## src/rtl/osc_phase_reader.sv

```systemverilog
// Receive-side decoder for a 5-phase ring oscillator: synchronizes the phases, decodes a 10-sector
// position and reports sectors advanced per window. Optional OSC_PHASE_READER_GLITCH_FILT_EN.
module osc_phase_reader #(
  parameter int unsigned WIN_LOG2 = 10,
  parameter int unsigned CNT_W    = 16,
  parameter int unsigned MAX_STEP = 4
) (
  input  logic             clk,
  input  logic             rst,
  input  logic             en,
  input  logic [4:0]       ph_in,
  output logic [3:0]       sector,
  output logic             sector_vld,
  output logic [CNT_W-1:0] meas_cnt,
  output logic             meas_vld,
  output logic             meas_ovf,
  output logic             err_code,
  output logic             err_skip,
  output logic [7:0]       err_cnt
);

  localparam logic [3:0] MaxStep = 4'(MAX_STEP);

  typedef enum logic [1:0] {StIdle, StAcq, StTrack} state_e;

  state_e               state_q, state_d;
  logic [4:0]           sync1_q, sync2_q;
  logic [3:0]           sector_q, sector_d;
  logic                 sector_vld_q, sector_vld_d;
  logic [CNT_W-1:0]     acc_q, acc_d;
  logic                 ovf_q, ovf_d;
  logic [WIN_LOG2-1:0]  win_q, win_d;
  logic [CNT_W-1:0]     meas_cnt_q, meas_cnt_d;
  logic                 meas_vld_q, meas_vld_d;
  logic                 meas_ovf_q, meas_ovf_d;
  logic                 err_code_q, err_code_d;
  logic                 err_skip_q, err_skip_d;
  logic [7:0]           err_cnt_q, err_cnt_d;

  logic [4:0]           smp;
  logic                 smp_ok;
  logic [4:0]           dec;
  logic [4:0]           diff, diff_m;
  logic [3:0]           delta, add_amt;
  logic                 step_ok, skip;
  logic [CNT_W:0]       sum;
  logic                 sat;
  logic [CNT_W-1:0]     acc_sum;

  function automatic logic [4:0] decode(input logic [4:0] c);
    logic [4:0] r;
    case (c)
      5'b11001: r = {1'b1, 4'd0};
      5'b10001: r = {1'b1, 4'd1};
      5'b10011: r = {1'b1, 4'd2};
      5'b00011: r = {1'b1, 4'd3};
      5'b00111: r = {1'b1, 4'd4};
      5'b00110: r = {1'b1, 4'd5};
      5'b01110: r = {1'b1, 4'd6};
      5'b01100: r = {1'b1, 4'd7};
      5'b11100: r = {1'b1, 4'd8};
      5'b11000: r = {1'b1, 4'd9};
      default:  r = 5'b0;
    endcase
    return r;
  endfunction

`ifdef OSC_PHASE_READER_GLITCH_FILT_EN
  logic [4:0] samp_q;
  // Decode the previous sample only when the newer one agrees with it.
  assign smp    = samp_q;
  assign smp_ok = (samp_q == sync2_q);
`else
  assign smp    = sync2_q;
  assign smp_ok = 1'b1;
`endif

  always_comb begin
    dec     = decode(smp);
    diff    = {1'b0, dec[3:0]} + 5'd10 - {1'b0, sector_q};
    diff_m  = diff - 5'd10;
    delta   = (diff >= 5'd10) ? diff_m[3:0] : diff[3:0];
    step_ok = (delta != 4'd0) && (delta <= MaxStep);
    skip    = (delta != 4'd0) && !step_ok;
    add_amt = ((state_q == StTrack) && en && smp_ok && dec[4] && step_ok) ? delta : 4'd0;
    sum     = {1'b0, acc_q} + {{(CNT_W-3){1'b0}}, add_amt};
    sat     = sum[CNT_W];
    acc_sum = sat ? {CNT_W{1'b1}} : sum[CNT_W-1:0];
  end

  always_comb begin
    state_d      = state_q;
    sector_d     = sector_q;
    sector_vld_d = sector_vld_q;
    acc_d        = acc_q;
    ovf_d        = ovf_q;
    win_d        = win_q;
    meas_cnt_d   = meas_cnt_q;
    meas_vld_d   = 1'b0;
    meas_ovf_d   = meas_ovf_q;
    err_code_d   = 1'b0;
    err_skip_d   = 1'b0;

    case (state_q)
      StIdle: begin
        acc_d        = '0;
        ovf_d        = 1'b0;
        win_d        = '0;
        sector_vld_d = 1'b0;
        if (en) state_d = StAcq;
      end
      StAcq: begin
        if (!en) begin
          state_d = StIdle;
        end else if (smp_ok) begin
          if (dec[4]) begin
            sector_d     = dec[3:0];
            sector_vld_d = 1'b1;
            state_d      = StTrack;
            win_d        = '0;
            acc_d        = '0;
            ovf_d        = 1'b0;
          end else begin
            err_code_d = 1'b1;
          end
        end
      end
      StTrack: begin
        if (!en) begin
          // Partial window is dropped without a report.
          state_d      = StIdle;
          sector_vld_d = 1'b0;
          acc_d        = '0;
          ovf_d        = 1'b0;
          win_d        = '0;
        end else begin
          win_d = win_q + {{(WIN_LOG2-1){1'b0}}, 1'b1};
          if (smp_ok) begin
            if (!dec[4]) begin
              err_code_d = 1'b1;
            end else begin
              sector_d   = dec[3:0];
              err_skip_d = skip;
            end
          end
          if (win_q == {WIN_LOG2{1'b1}}) begin
            meas_cnt_d = acc_sum;
            meas_vld_d = 1'b1;
            meas_ovf_d = ovf_q | sat;
            acc_d      = '0;
            ovf_d      = 1'b0;
          end else begin
            acc_d = acc_sum;
            ovf_d = ovf_q | sat;
          end
        end
      end
      default: state_d = StIdle;
    endcase

    err_cnt_d = err_cnt_q;
    if ((err_code_d || err_skip_d) && (err_cnt_q != 8'hFF)) err_cnt_d = err_cnt_q + 8'd1;
  end

  always_ff @(posedge clk) begin
    if (rst) begin
      sync1_q      <= '0;
      sync2_q      <= '0;
      state_q      <= StIdle;
      sector_q     <= '0;
      sector_vld_q <= 1'b0;
      acc_q        <= '0;
      ovf_q        <= 1'b0;
      win_q        <= '0;
      meas_cnt_q   <= '0;
      meas_vld_q   <= 1'b0;
      meas_ovf_q   <= 1'b0;
      err_code_q   <= 1'b0;
      err_skip_q   <= 1'b0;
      err_cnt_q    <= '0;
    end else begin
      sync1_q      <= ph_in;
      sync2_q      <= sync1_q;
      state_q      <= state_d;
      sector_q     <= sector_d;
      sector_vld_q <= sector_vld_d;
      acc_q        <= acc_d;
      ovf_q        <= ovf_d;
      win_q        <= win_d;
      meas_cnt_q   <= meas_cnt_d;
      meas_vld_q   <= meas_vld_d;
      meas_ovf_q   <= meas_ovf_d;
      err_code_q   <= err_code_d;
      err_skip_q   <= err_skip_d;
      err_cnt_q    <= err_cnt_d;
    end
  end

`ifdef OSC_PHASE_READER_GLITCH_FILT_EN
  always_ff @(posedge clk) begin
    if (rst) samp_q <= '0;
    else     samp_q <= sync2_q;
  end
`endif

  assign sector     = sector_q;
  assign sector_vld = sector_vld_q;
  assign meas_cnt   = meas_cnt_q;
  assign meas_vld   = meas_vld_q;
  assign meas_ovf   = meas_ovf_q;
  assign err_code   = err_code_q;
  assign err_skip   = err_skip_q;
  assign err_cnt    = err_cnt_q;

endmodule

```

## config.mk

```make
export PLATFORM = sky130hd
export DESIGN_NAME = osc_phase_reader
export DESIGN_NICKNAME = d
export VERILOG_FILES = /design/src/rtl/osc_phase_reader.sv
export SDC_FILE = /design/constraint.sdc
export NUM_CORES = 1
export LEC_CHECK = 0
export BUFFER_PORTS_ARGS = -buffer_cell sky130_fd_sc_hd__buf_2
export CORE_UTILIZATION = 50
export DETAILED_ROUTE_END_ITERATION = 16
export PLACE_DENSITY_LB_ADDON = 0.3
export SLEW_MARGIN = 0
export SYNTH_ARGS = -nofsm -noshare
export SYNTH_HDL_FRONTEND = slang
export SYNTH_SLANG_ARGS = --single-unit
```

## constraint.sdc

```tcl
create_clock -name clk -period 7.33 [get_ports clk]
set_clock_uncertainty 0.05 [all_clocks]
set_input_delay 0.733 -clock clk [delete_from_list [all_inputs] [get_ports clk]]
set_output_delay 0.733 -clock clk [all_outputs]
set_load 0.01 [all_outputs]
```

# ---- Word-level counts from Yosys, hierarchy flattened
# Memories as Yosys holds them, arrays and structs flattened. A register that Yosys moved wholly into a read port is not among the register bits.
# Index checks and enable logic that the tools add are counted.
dict set report word_totals {
  inputBits 8
  out_inout_bits 33
  rom_bits 160
  mem_bits_rw 0
  latch_bits 0
  n_memories 1
  reg_bits 67
}
dict set report classes {
  muxes 34
  n_bitwise 3
  shift 0
  n_lt_le_gt_ge 2
  eq_ne 9
  div_mod_pow 0
  n_mul 0
  reduce_logical 18
  addsub 6
}
# memory words width read_ports rd_ports_with_merged_regs wr line
set mem_list {}
lappend mem_list {{(no name shown)} 32 5 1 1 0 52} ;# case (c)
# cell count
set ops {}
lappend ops {{$mux 16} 5}
lappend ops {{$pmux 16 s3} 1}
lappend ops {{$mux 10} 3}
lappend ops {{$pmux 10 s3} 1}
lappend ops {{$add 16x4->17} 1}
lappend ops {{$mux 1} 14}
lappend ops {{$reduce_and 3->1} 4}
lappend ops {{$add 10x1->10 const B} 1}
lappend ops {{$eq 10x10->1 const B} 1}
lappend ops {{$add 8x1->8 const B} 1}
lappend ops {{$mux 2} 4}
lappend ops {{$mux 4} 2}
lappend ops {{$ne 2x2->1 const B} 4}
lappend ops {{$ne 8x8->1 const B} 1}
lappend ops {{$logic_and 1x1->1} 6}
lappend ops {{$pmux 1 s3} 2}
lappend ops {{$pmux 2 s3} 1}
lappend ops {{$add 4x4->5 const B} 1}
lappend ops {{$ge 5x4->1 const B} 1}
lappend ops {{$mux 5} 1}
lappend ops {{$sub 5x4->5} 1}
lappend ops {{$le 4x3->1 const B} 1}
lappend ops {{$reduce_and 4->1} 1}
lappend ops {{$reduce_bool 4->1} 1}
lappend ops {{other kinds (12)} 13}

# ---- Depth between registers and ports, before layout
# Gate-level depths: netlist (run 1).
dict set report depth {
  depth_word 13
  depth_mapped 24
  ltp_nobuf 23
}

# ---- Worst setup path before layout (run 1)
# OpenSTA, ideal clock, no wires.
dict set report synth_timing {
  path_type {register -> register}
  startpoint {reg sector_q[1], in the netlist sector[1]}
  endpoint {reg acc_q[14]}
  t_arrival_ps 4411
  stages_incl_launch_ff 24
  period_less_slack_ps 4588
  path_slack_ps 2742
  n_path_buf 1
  cell_sequence {dfxtp_1 -> ha_1 -> inv_1 -> ha_1 -> inv_1 -> fa_1 -> ha_1 -> inv_1 -> o21ai_2 -> o21ai_2 -> mux2_4 -> o21ai_0 -> or2_2 -> nor2_1 -> ha_1 -> fa_1 -> a21o_1 -> a21oi_1 -> nor3_1 -> nand2b_1 -> clkbuf_1 -> o21ai_0 -> a22oi_1 -> nor2_1}
}
dict set report synth_via {
  elab_chain_cells 12
  elab_cells_between_ends 14
}
# element line
set synth_rtl {}
lappend synth_rtl {{start, declared} 28} ;# logic [3:0] sector_q, sector_d;
lappend synth_rtl {{start signal, assigned} 185} ;# sector_q <= sector_d;
lappend synth_rtl {{$sub 5x4->5 *} 80} ;# diff = {1'b0, dec[3:0]} + 5'd10 - {1'b0, sector_q};
lappend synth_rtl {{$sub 4x4->4 / $ge 5x4->1 (equally long branches)} {81, 82}}
lappend synth_rtl {{$mux 4 *} 82} ;# delta = (diff >= 5'd10) ? diff_m[3:0] : diff[3:0];
lappend synth_rtl {{$le 4x3->1 / $reduce_bool 4->1 (equally long branches)} 83} ;# step_ok = (delta != 4'd0) && (delta <= MaxStep);
lappend synth_rtl {{$logic_and 1x1->1} 83}
lappend synth_rtl {{$logic_and 1x1->1} 85} ;# add_amt = ((state_q == StTrack) && en && smp_ok && dec[4] && step_ok) ? delta : 4'd0;
lappend synth_rtl {{$mux 4 *} 85}
lappend synth_rtl {{$add 16x4->17 *} 86} ;# sum = {1'b0, acc_q} + {{(CNT_W-3){1'b0}}, add_amt};
lappend synth_rtl {{$mux 16 *} 88} ;# acc_sum = sat ? {CNT_W{1'b1}} : sum[CNT_W-1:0];
lappend synth_rtl {{$mux 16 *} 146} ;# if (win_q == {WIN_LOG2{1'b1}}) begin
lappend synth_rtl {{$mux 16 *} 129} ;# if (!en) begin
lappend synth_rtl {{$pmux 16 s3 *} 104} ;# case (state_q)
lappend synth_rtl {{end signal, assigned} 172} ;# acc_q <= '0;
lappend synth_rtl {{end signal, assigned} 187} ;# acc_q <= acc_d;
lappend synth_rtl {{end, declared} 30} ;# logic [CNT_W-1:0] acc_q, acc_d;
# Mark *: on every way between the ends. The rest lies on a longest branch, timed or not.
# A chain may end at the register's enable or synchronous reset.

# ---- Worst setup path after layout (run 1)
dict set report layout_timing {
  startpoint {reg dec[1] (netlist name)}
  endpoint {reg meas_cnt_q[8], in the netlist meas_cnt[8]}
}
dict set report layout_via {
  elab_chain_cells 10
  elab_cells_between_ends 12
}
# element line
set layout_rtl {}
lappend layout_rtl {{$add 4x4->5 *} 80}
lappend layout_rtl {{$sub 5x4->5 *} 80}
lappend layout_rtl {{$sub 4x4->4 / $ge 5x4->1 (equally long branches)} {81, 82}}
lappend layout_rtl {{$mux 4 *} 82}
lappend layout_rtl {{$le 4x3->1 / $reduce_bool 4->1 (equally long branches)} 83}
lappend layout_rtl {{$logic_and 1x1->1} 83}
lappend layout_rtl {{$logic_and 1x1->1} 85}
lappend layout_rtl {{$mux 4 *} 85}
lappend layout_rtl {{$add 16x4->17 *} 86}
lappend layout_rtl {{$mux 16 *} 88}
lappend layout_rtl {{end signal, assigned} 190} ;# meas_cnt_q <= meas_cnt_d;
lappend layout_rtl {{end, declared} 33} ;# logic [CNT_W-1:0] meas_cnt_q, meas_cnt_d;
# Marked as above.

==> results of run 1 <==
## kinds of logic (layout without fill, tap and decap cells)
kind of cell               Yosys count  in the layout  share of synthesized area, %
AOI/OAI and AO/OA                   98             98                          16.8
xor gates and xnor gates            22             22                          5.24
adders and majority gates           20             20                          7.21
buffers and inverters               44             82                          4.73
DFF                                 72             72                          39.2
muxes                                7              7                          2.11
other                                1              1                         0.102
and+or+nand+nor                    188            188                          24.6
## per-stage QoR
| step | cells | power (uW) |
|---|---|---|
| final | 586 | 776 |
| after floorplan | 452 | 455 |
| after CTS | 586 | 781 |
| after detailed placement | 570 | 469 |
| after global routing | 586 | 807 |
| after global placement | 570 | 467 |
## area by class of cell
class	count	area, sq um	share of cell area [%]
timing repair buffer	43	223	5.38
clock buffer	13	159	3.84
sequential	72	1440	34.8
clock inverter	3	40.0	0.968
tap	96	120	2.90
inverter	23	86.3	2.09
multi-input combinational	336	2070	50.0
## placed cells by master, fill, tap and decap left out, types with 4 or more instances in the layout
cell      instances
xor2_1           12
o31ai_1           4
nand2b_1          4
nand3_1          17
nand4_1           6
a211oi_1          6
a21oi_1          27
mux2i_1           4
o22ai_1           4
xnor2_1          10
o21ai_0          24
inv_1            23
nor3_1           20
clkbuf_8         11
a21o_1            5
a31oi_1           4
dfxtp_1          72
nand2_1          37
buf_2            40
nor2b_1          11
ha_1             18
and3_1           10
nor2_1           63
a22oi_1           5
## worst max-delay path, stage by stage (launching register included)
cell,delay (ns)
dfxtp_1,0.32
inv_1,0.05
ha_1,0.26
inv_1,0.06
ha_1,0.17
inv_1,0.06
fa_1,0.52
ha_1,0.21
inv_1,0.07
o21ai_2,0.18
o21ai_2,0.10
mux2_4,0.32
o21ai_0,0.19
or2_2,0.16
nor2_1,0.04
ha_1,0.21
fa_1,0.42
a21o_1,0.21
a21oi_1,0.33
nor3_1,0.16
nand2b_1,0.33
o21ai_0,0.20
a211oi_1,0.25
nor3_1,0.08
## report_power, final
part / internal [uW] / switching (uW)
clock network: 175 / 140
logic: 19.9 / 40.3
registers: 396 / 5.04
## flip-flops by register name, summed over array words and instances, names as in the netlist
| name | flops |
|---|---|
| dec | 5 |
| sector_vld | 1 |
| meas_cnt | 16 |
| err_cnt | 8 |
| err_skip | 1 |
| ovf_q | 1 |
| state_q | 2 |
| err_code | 1 |
| sector | 4 |
| win_q | 10 |
| acc_q | 16 |
| meas_ovf | 1 |
| sync1_q | 5 |
| meas_vld | 1 |
## metal layers
metal	part of all wire, %	track usage (%)	routed length (um)	vias up
met5	0	0	0	-
met4	2.2	11.3	168	0
met3	4.9	4.05	369	17
met2	45	32.5	3360	65
met1	48	26.4	3640	1468
li1	-	-	-	1647
## worst max-delay path by stage
stage | cells past startpoint | to | slack, ns
6_report | 23 | meas_cnt[8] | 2.25
3_5_place_dp | 23 | meas_cnt[8] | 2.31
5_1_grt | 23 | meas_cnt[8] | 1.75
2_1_floorplan | 23 | acc_q[14] | 2.74
4_1_cts | 23 | meas_cnt[8] | 2.22
3_3_place_gp | 23 | meas_cnt[8] | 2.46
==> results_dict.tcl, run 1 <==
set metrics [dict create \
    status "completed" \
    synth_area_sq_um 3680 \
    io_pins 41 \
    grt_pass1_vias 2850 \
    nets 513 \
    dieHeight_um 87.8 \
    slew_headroom_pct 31.1 \
    clk_latency_ns 0.35 \
    drive_gt1_share_pct 13.7 \
    ant_nets 0 \
    cp.arrival_ns 5.24 \
    area_delta_synth_final_pct 12.5 \
    r2r-start "dec[1]" \
    reg2reg_slack_ns 2.25 \
    whs_ns 0.418 \
    drv_slew 0 \
    viasPerCell 5.46 \
    timing_hold_violations_final 0 \
    ctsRootBufferMaster "clkbuf_8" \
    synth_edf_count 0 \
    holdPathStages 2 \
    antenna_found_initial 0 \
    p_leak_uw 0.00172 \
    post-route-min-period_ns 5.08 \
    yosys_most_used_dff "dfxtp_1" \
    start_util_pct 53.0 \
    synthTopCellsByCount "72 x dfxtp_1, 63 x nor2_1, 37 x nand2_1" \
    reg2reg_to "meas_cnt[8]" \
    htreeDepth 3 \
    synth_top_cell_area_share_pct 39.2 \
    ff2ff_path_depth 23 \
    hp-start "acc_q[0]" \
    worst_pin_slew_ns 1.03 \
    dp_hpwl_um 5150 \
    critPathLaunch "dec[1]" \
    fin_ws_ns 2.25 \
    grt_start_max_net_pins 67 \
    rows 30 \
    grt-ovfl-total 0 \
    synth_seq_cells 72 \
    yosysWarnings 0 \
    synthCells 452 \
    grt_pass1_wl_um 12400 \
    min_period_over_period_pct 69.4 \
    clockBufferDepth 2 \
    whs_endpoint "acc_q[0]" \
    drt-total-wl_um 7540 \
    port_buffers 40 \
    place_ws_ns 2.31 \
    firstDrtPassIters 4 \
    critPathRequiredTime_ns 7.49 \
    cts_sinks 72 \
    synth_area_leaders "dfxtp_1 39%, nor2_1 6.4%, ha_1 6.1%, nand2_1 3.8%, a21oi_1 3.7%" \
    finalSetupViolations 0 \
    vias 3197 \
    grt_usage_pct 20.6 \
    max_clock_freq_mhz 197 \
    post-cts-setup-buffer-count 0 \
    syn_avg_cell_area_sq_um 8.14 \
    stdcell_area_sq_um 4140 \
    cellPowerDensity_nw_per_um2 188 \
    fin_util_pct 59.6 \
    post_dp_cell_area_sq_um 3940 \
    gp_congestion 0.856 \
    hold_path_class "register to register" \
    cp-end-kind "register" \
    drv_cap 0 \
    die_x_um 87.8 \
    synth_largest_area_cell "dfxtp_1" \
    yosysMostFrequentCell "dfxtp_1" \
    drt_iter0_drc 158 \
    yosysUniqueCellTypes 56 \
    synthArstFlopShare_pct 0 \
    cts_tree "built" \
    ys_seq_area_share_pct 39.2 \
    peakVddDrop_mv 0.122 \
    cts_hold_repair.buffers 0 \
    drc 0 \
    cp_max_fo 11 \
    rsz0062_at_grt "false" \
    core_region_area_sq_um 6940 \
    diodes 0 \
    cp-start-kind "register" \
    dieArea_sq_um 7700 \
    cts-resized-gates 0 \
    setup_tns_ns 0 \
    cts_buffers 9 \
    path_class "register to register" \
    n_fill_cell 637 \
    wl_per_cell_um 12.9 \
    synth_nets 480 \
    path_clk_slew_ns 0.07 \
]
Power figures use the tool's default switching activity.
==> run 2, diff against run 1 <==
==> constraint.sdc (replaced) <==
create_clock -name clk -period 4.25 [get_ports clk]
set_clock_uncertainty 0.05 [all_clocks]
set_input_delay 0.425 -clock clk [delete_from_list [all_inputs] [get_ports clk]]
set_output_delay 0.425 -clock clk [all_outputs]
set_load 0.01 [all_outputs]
==> run 2 against run 1 <==
The flow now finishes with violations (negative setup slack). Sequential cell count unchanged. Via count up 4.6%. Sequential power up 72%. Highest routed layer unchanged.
==> results_dict.tcl, run 2 (synthesized netlist as in run 1, its figures left out) <==
set metrics [dict create \
    cp.arrival_ns 4.43 \
    max_clock_freq_mhz 234 \
    clk_latency_ns 0.34 \
    path_clk_slew_ns 0.07 \
    worst_pin_slew_ns 1.07 \
    ant_nets 0 \
    rsz0062_at_grt "true" \
    fin_cells 615 \
    drt_iter0_drc 181 \
    nets 542 \
    critPathRequiredTime_ns 4.40 \
    cpMostUsedCell "inv_2" \
    wl_per_cell_um 13.1 \
    switching_power_uw 319 \
    cts_sinks 72 \
    port_buffers 40 \
    combPwrFrac_pct 9.2 \
    firstDrtPassIters 4 \
    antenna_found_initial 0 \
    viasPerCell 5.44 \
    holdPathStages 2 \
    swShare_pct 25.4 \
    start_util_pct 53.0 \
    status "finished, violations left" \
    layout.cells.most_common_list "70 x dfxtp_1, 58 x nor2_1, 40 x buf_2" \
    core_region_area_sq_um 6940 \
    p_clk_share_pct 35.8 \
    drt-total-wl_um 8040 \
    cp-start-kind "register" \
    whs_endpoint "sync1_q[1]" \
    finalSetupViolations 4 \
    grt_pass1_wl_um 13300 \
    path_cells "inv_2, ha_4, inv_4, ha_4, inv_2, fa_1, ha_2, inv_2, o21ai_4, o21ai_2, mux2_4, o21ai_2, or2_4, nor2_2, ha_2, fa_2, a21o_1, a21oi_4, nor3_4, nand2b_4, buf_8, o21ai_1, a22oi_1, nor2_1" \
    peakVddDrop_mv 0.184 \
    grt_start_max_net_pins 66 \
    cp-end-kind "register" \
    drc 0 \
    timing_hold_violations_final 0 \
    fin_ws_ns -0.0279 \
    cts_buffers 9 \
    area_delta_synth_final_pct 23.8 \
    whs_ns 0.244 \
    violations "negative setup slack" \
    p_leak_uw 0.00191 \
    reg2reg_to "acc_q[4]" \
    grt_pass1_vias 3002 \
    grt_usage_pct 22.2 \
    rows 30 \
    p_seq_share_pct 55.0 \
    slew_headroom_pct 28.1 \
    post-route-min-period_ns 4.28 \
    ctsRootBufferMaster "clkbuf_8" \
    dp_cells 586 \
    grt-ovfl-total 0 \
    dieHeight_um 87.8 \
    reg2reg_slack_ns -0.03 \
    critical_path.slowest_cell "fa_1" \
    cts_tree "built" \
    hold_path_class "input port to register" \
    ff2ff_path_depth 24 \
    hp-start "ph_in[1]" \
    io_pins 41 \
    cts_hold_repair.buffers 0 \
    htreeDepth 3 \
    r2r-start "dec[1]" \
    vias 3343 \
    die_x_um 87.8 \
    min_period_over_period_pct 101 \
    diodes 0 \
    dp_hpwl_um 5310 \
    final_common_cell "dfxtp_1" \
    cp_max_fo 6 \
    drv_cap 0 \
    drv_slew 0 \
    gp_congestion 0.891 \
    max_stage_delay_ns 0.54 \
    place_ws_ns -0.219 \
    path_class "register to register" \
    drive_gt1_share_pct 25.8 \
    clockBufferDepth 2 \
    p_int_uw 936 \
    cellPowerDensity_nw_per_um2 276 \
    dieArea_sq_um 7700 \
]
## run 2: worst max path at each step
stage,depth (start not counted),end,slack [ns],startpoint
after detailed placement,23,acc_q[12],-0.22,dec[1]
after global placement,23,acc_q[12],-0.10,dec[1]
after global routing,24,acc_q[4],-0.22,dec[1]
after floorplan,23,acc_q[14],0.004,sector[1]
after CTS,24,acc_q[11],-0.07,dec[1]
final,24,acc_q[4],-0.03,dec[1]
## run 2: power by group through the flow
stage | sequential, uW | clock [uW] | combinational (uW)
finish | 691 | 449 | 116
global route | 692 | 495 | 131
CTS | 691 | 465 | 110
detailed placement | 706 | 0 | 106
global placement | 706 | 0 | 103
floorplan | 704 | 0 | 80.4
## run 2: metrics by stage
stage / util, % / instance area (sq um) / TNS (ns) / power [uW]
final: 65.5 / 4550 / -0.0386 / 1260
after global routing: 65.5 / 4550 / -4.66 / 1320
after detailed placement: 58.6 / 4070 / -3.88 / 812
after CTS: 62.5 / 4340 / -0.271 / 1270
after global placement: 58.6 / 4070 / -0.212 / 809
after floorplan: - / 3690 / 0 / 785
## run 2: per-layer routing
layer	wire length (um)	share of wire, %	GRT usage (%)
met1	3770	47	29.6
met2	3640	45	35.2
met5	0	0	0
met3	503	6.3	4.24
met4	133	1.7	9.09
## run 2: repair_timing
| action | CTS | global route |
|---|---|---|
| pin swaps | 15 | 25 |
| gates cloned | 0 | 1 |
| resized for setup | 30 | 35 |
| buffers inserted | 4 | 8 |
| setup endpoints to repair | 34 | 34 |
## run 2: worst max-delay path, delay by kind of cell, from the launching register on
| kind | cells | cell delay, ns |
|---|---|---|
| AND/OR/NAND/NOR | 5 | 0.44 |
| adder cells (fa/ha/maj) | 6 | 1.61 |
| multiplexers | 1 | 0.32 |
| flip-flops | 1 | 0.32 |
| buffers and inverters | 5 | 0.33 |
| AO/OA/AOI/OAI | 7 | 1.08 |
## run 2: area by class of cell
class | count | area [sq um]
Multi-Input combinational cell | 336 | 2280
Timing Repair Buffer | 72 | 459
Clock buffer | 13 | 139
Fill cell | 566 | 2390
Inverter | 23 | 88.8
Tap cell | 96 | 120
Clock inverter | 3 | 18.8
Sequential cell | 72 | 1440
==> run 3, diff against run 2 <==
--- a/config.mk
+++ b/config.mk
@@ -8,7 +8,8 @@
 export BUFFER_PORTS_ARGS = -buffer_cell sky130_fd_sc_hd__buf_2
 export CORE_UTILIZATION = 50
 export DETAILED_ROUTE_END_ITERATION = 16
-export PLACE_DENSITY_LB_ADDON = 0.3
+export GPL_ROUTABILITY_DRIVEN = 0
+export PLACE_DENSITY_LB_ADDON = 0.15
 export SLEW_MARGIN = 0
 export SYNTH_ARGS = -nofsm -noshare
 export SYNTH_HDL_FRONTEND = slang
==> run 3 against run 2 <==
The run still ends with negative setup slack left. Power increased by 5.4%. Maximum frequency decreased by 2.5%. Sequential share of layout area decreased by 3.0 points. Die area unchanged. Combinational power increased by 23%. Non-clock buffer count increased by 39. Largest power group unchanged. First-iteration DRC count increased by 16%. Sequential power about the same. Final area increased by 10%. Sequential cell count unchanged.
==> results_dict.tcl, run 3 (synthesized netlist as in run 1, its figures left out) <==
set metrics [dict create \
    switching_power_uw 343 \
    dr.max_layer_used "met4" \
    drc 0 \
    cp-start-kind "register" \
    cp_max_fo 3 \
    port_buffers 40 \
    hp-start "ph_in[1]" \
    cp.arrival_ns 4.54 \
    grt_start_max_net_pins 67 \
    worst_pin_slew_ns 1.22 \
    p_leak_uw 0.00209 \
    antenna_found_initial 0 \
    cts_sinks 72 \
    htreeDepth 3 \
    finalSetupViolations 22 \
    rows 30 \
    p_total_uw 1320 \
    combPwrFrac_pct 10.8 \
    max_stage_delay_ns 0.57 \
    route.met2.wl_um 4890 \
    grt_pass1_vias 3507 \
    io_pins 41 \
    max_clock_freq_mhz 228 \
    dieArea_sq_um 7700 \
    final_common_cell "dfxtp_1" \
    ant_nets 0 \
    dieHeight_um 87.8 \
    core_region_area_sq_um 6940 \
    drv_slew 0 \
    dp_hpwl_um 5750 \
    drv_cap 0 \
    rsz0062_at_grt "true" \
    wl_per_cell_um 15.3 \
    cellPowerDensity_nw_per_um2 263 \
    vias 3619 \
    worstPathBufferInverterCount 6 \
    clockBufferDepth 2 \
    fin_ws_ns -0.139 \
    place_ws_ns -0.323 \
    diodes 0 \
    p_clk_share_pct 37.0 \
    firstDrtPassIters 5 \
    clk_latency_ns 0.34 \
    drive_gt1_share_pct 33.9 \
    p_seq_share_pct 52.2 \
    slew_headroom_pct 18.3 \
    ctsRootBufferMaster "clkbuf_8" \
    viasPerCell 5.54 \
    area_delta_synth_final_pct 36.7 \
    critPathRequiredTime_ns 4.40 \
    status "finished, violations left" \
    die_x_um 87.8 \
    path_clk_slew_ns 0.07 \
    timing_hold_violations_final 0 \
    cts_hold_repair.buffers 0 \
    grt-ovfl-total 0 \
    cp-end-kind "register" \
    path_class "register to register" \
    critPathLaunch "dec[1]" \
    post-route-min-period_ns 4.39 \
    p_int_uw 980 \
    cts_buffers 9 \
    drt_iter0_drc 210 \
    critical_path.slowest_cell "fa_2" \
    path_delay_family "adder cells" \
    cpMostUsedCell "ha_4" \
    grt_usage_pct 26.6 \
    layout.cells.most_common_list "69 x dfxtp_1, 64 x buf_4, 55 x nor2_1" \
    swShare_pct 25.9 \
    grt_pass1_wl_um 16000 \
    peakVddDrop_mv 0.179 \
    wl_met3_um 412 \
    r2r-start "dec[1]" \
    met1_length_um 4470 \
    n_fill_cell 519 \
    min_period_over_period_pct 103 \
    hold_path_class "input port to register" \
    start_util_pct 53.0 \
    violations "negative setup slack" \
    drt-total-wl_um 9960 \
    nets 581 \
    cts_tree "built" \
]
-- run 3: changes by cell type in the layout (fill, tap and decap cells not counted), moves of 3 or more --
cell / before / now
o21ai_4: 1 / 4
buf_6: 3 / 6
nor2_1: 58 / 55
nor2_4: 0 / 3
ha_4: 2 / 5
o21ai_0: 12 / 9
buf_4: 28 / 64
-- run 3: metrics by stage --
step                util (%)  TNS, ns  hold WS [ns]  cell area (sq um)  cells
floorplan                  -        0         0.391               3690    452
finish                  72.4    -1.23         0.243               5030    653
global placement        60.0    -3.58         0.400               4170    597
detailed placement      60.0    -8.22         0.407               4170    597
global route            72.4    -6.28         0.237               5030    653
CTS                     69.7    -3.44         0.229               4840    652
-- run 3: power by group through the flow --
stage	combinational [uW]	clock, uW	sequential, uW
final	143	489	691
after global routing	156	526	692
after CTS	131	498	690
after detailed placement	114	0	706
after global placement	111	0	706
after floorplan	80.4	0	704
-- run 3: path summary, 6_finish.rpt --
| check | slack, ns | cells past startpoint | to |
|---|---|---|---|
| setup reg to reg | -0.14 | 25 | acc_q[14] |
| hold reg to reg | 0.43 | 2 | meas_cnt[11] |
| hold / removal | 0.24 | 2 | sync1_q[1] |
| setup / recovery | -0.14 | 25 | acc_q[14] |
-- run 3: cell type report --
cell class                      instances  area [sq um]  share of cell area (%)
Clock inverter                          2          15.0                   0.299
Clock buffer                           13           159                    3.16
Tap cell                               96           120                    2.39
Sequential cell                        72          1450                    28.8
Timing Repair Buffer                  111           768                    15.3
Inverter                               23          88.8                    1.77
Multi-Input combinational cell        336          2430                    48.3
-- run 3: timing repair --
item / 4_1_cts / 5_1_grt
buffers inserted: 41 / 7
hold endpoints to repair: 0 / 0
resized for setup: 63 / 34
endpoints found under the setup margin: 34 / 35
pin swaps: 40 / 31
-- run 3: layer usage --
layer	track usage, %	vias to the layer above
li1	-	1781
met1	31.7	1739
met2	46.3	81
met3	5.84	18
met4	11.0	0
met5	0	-
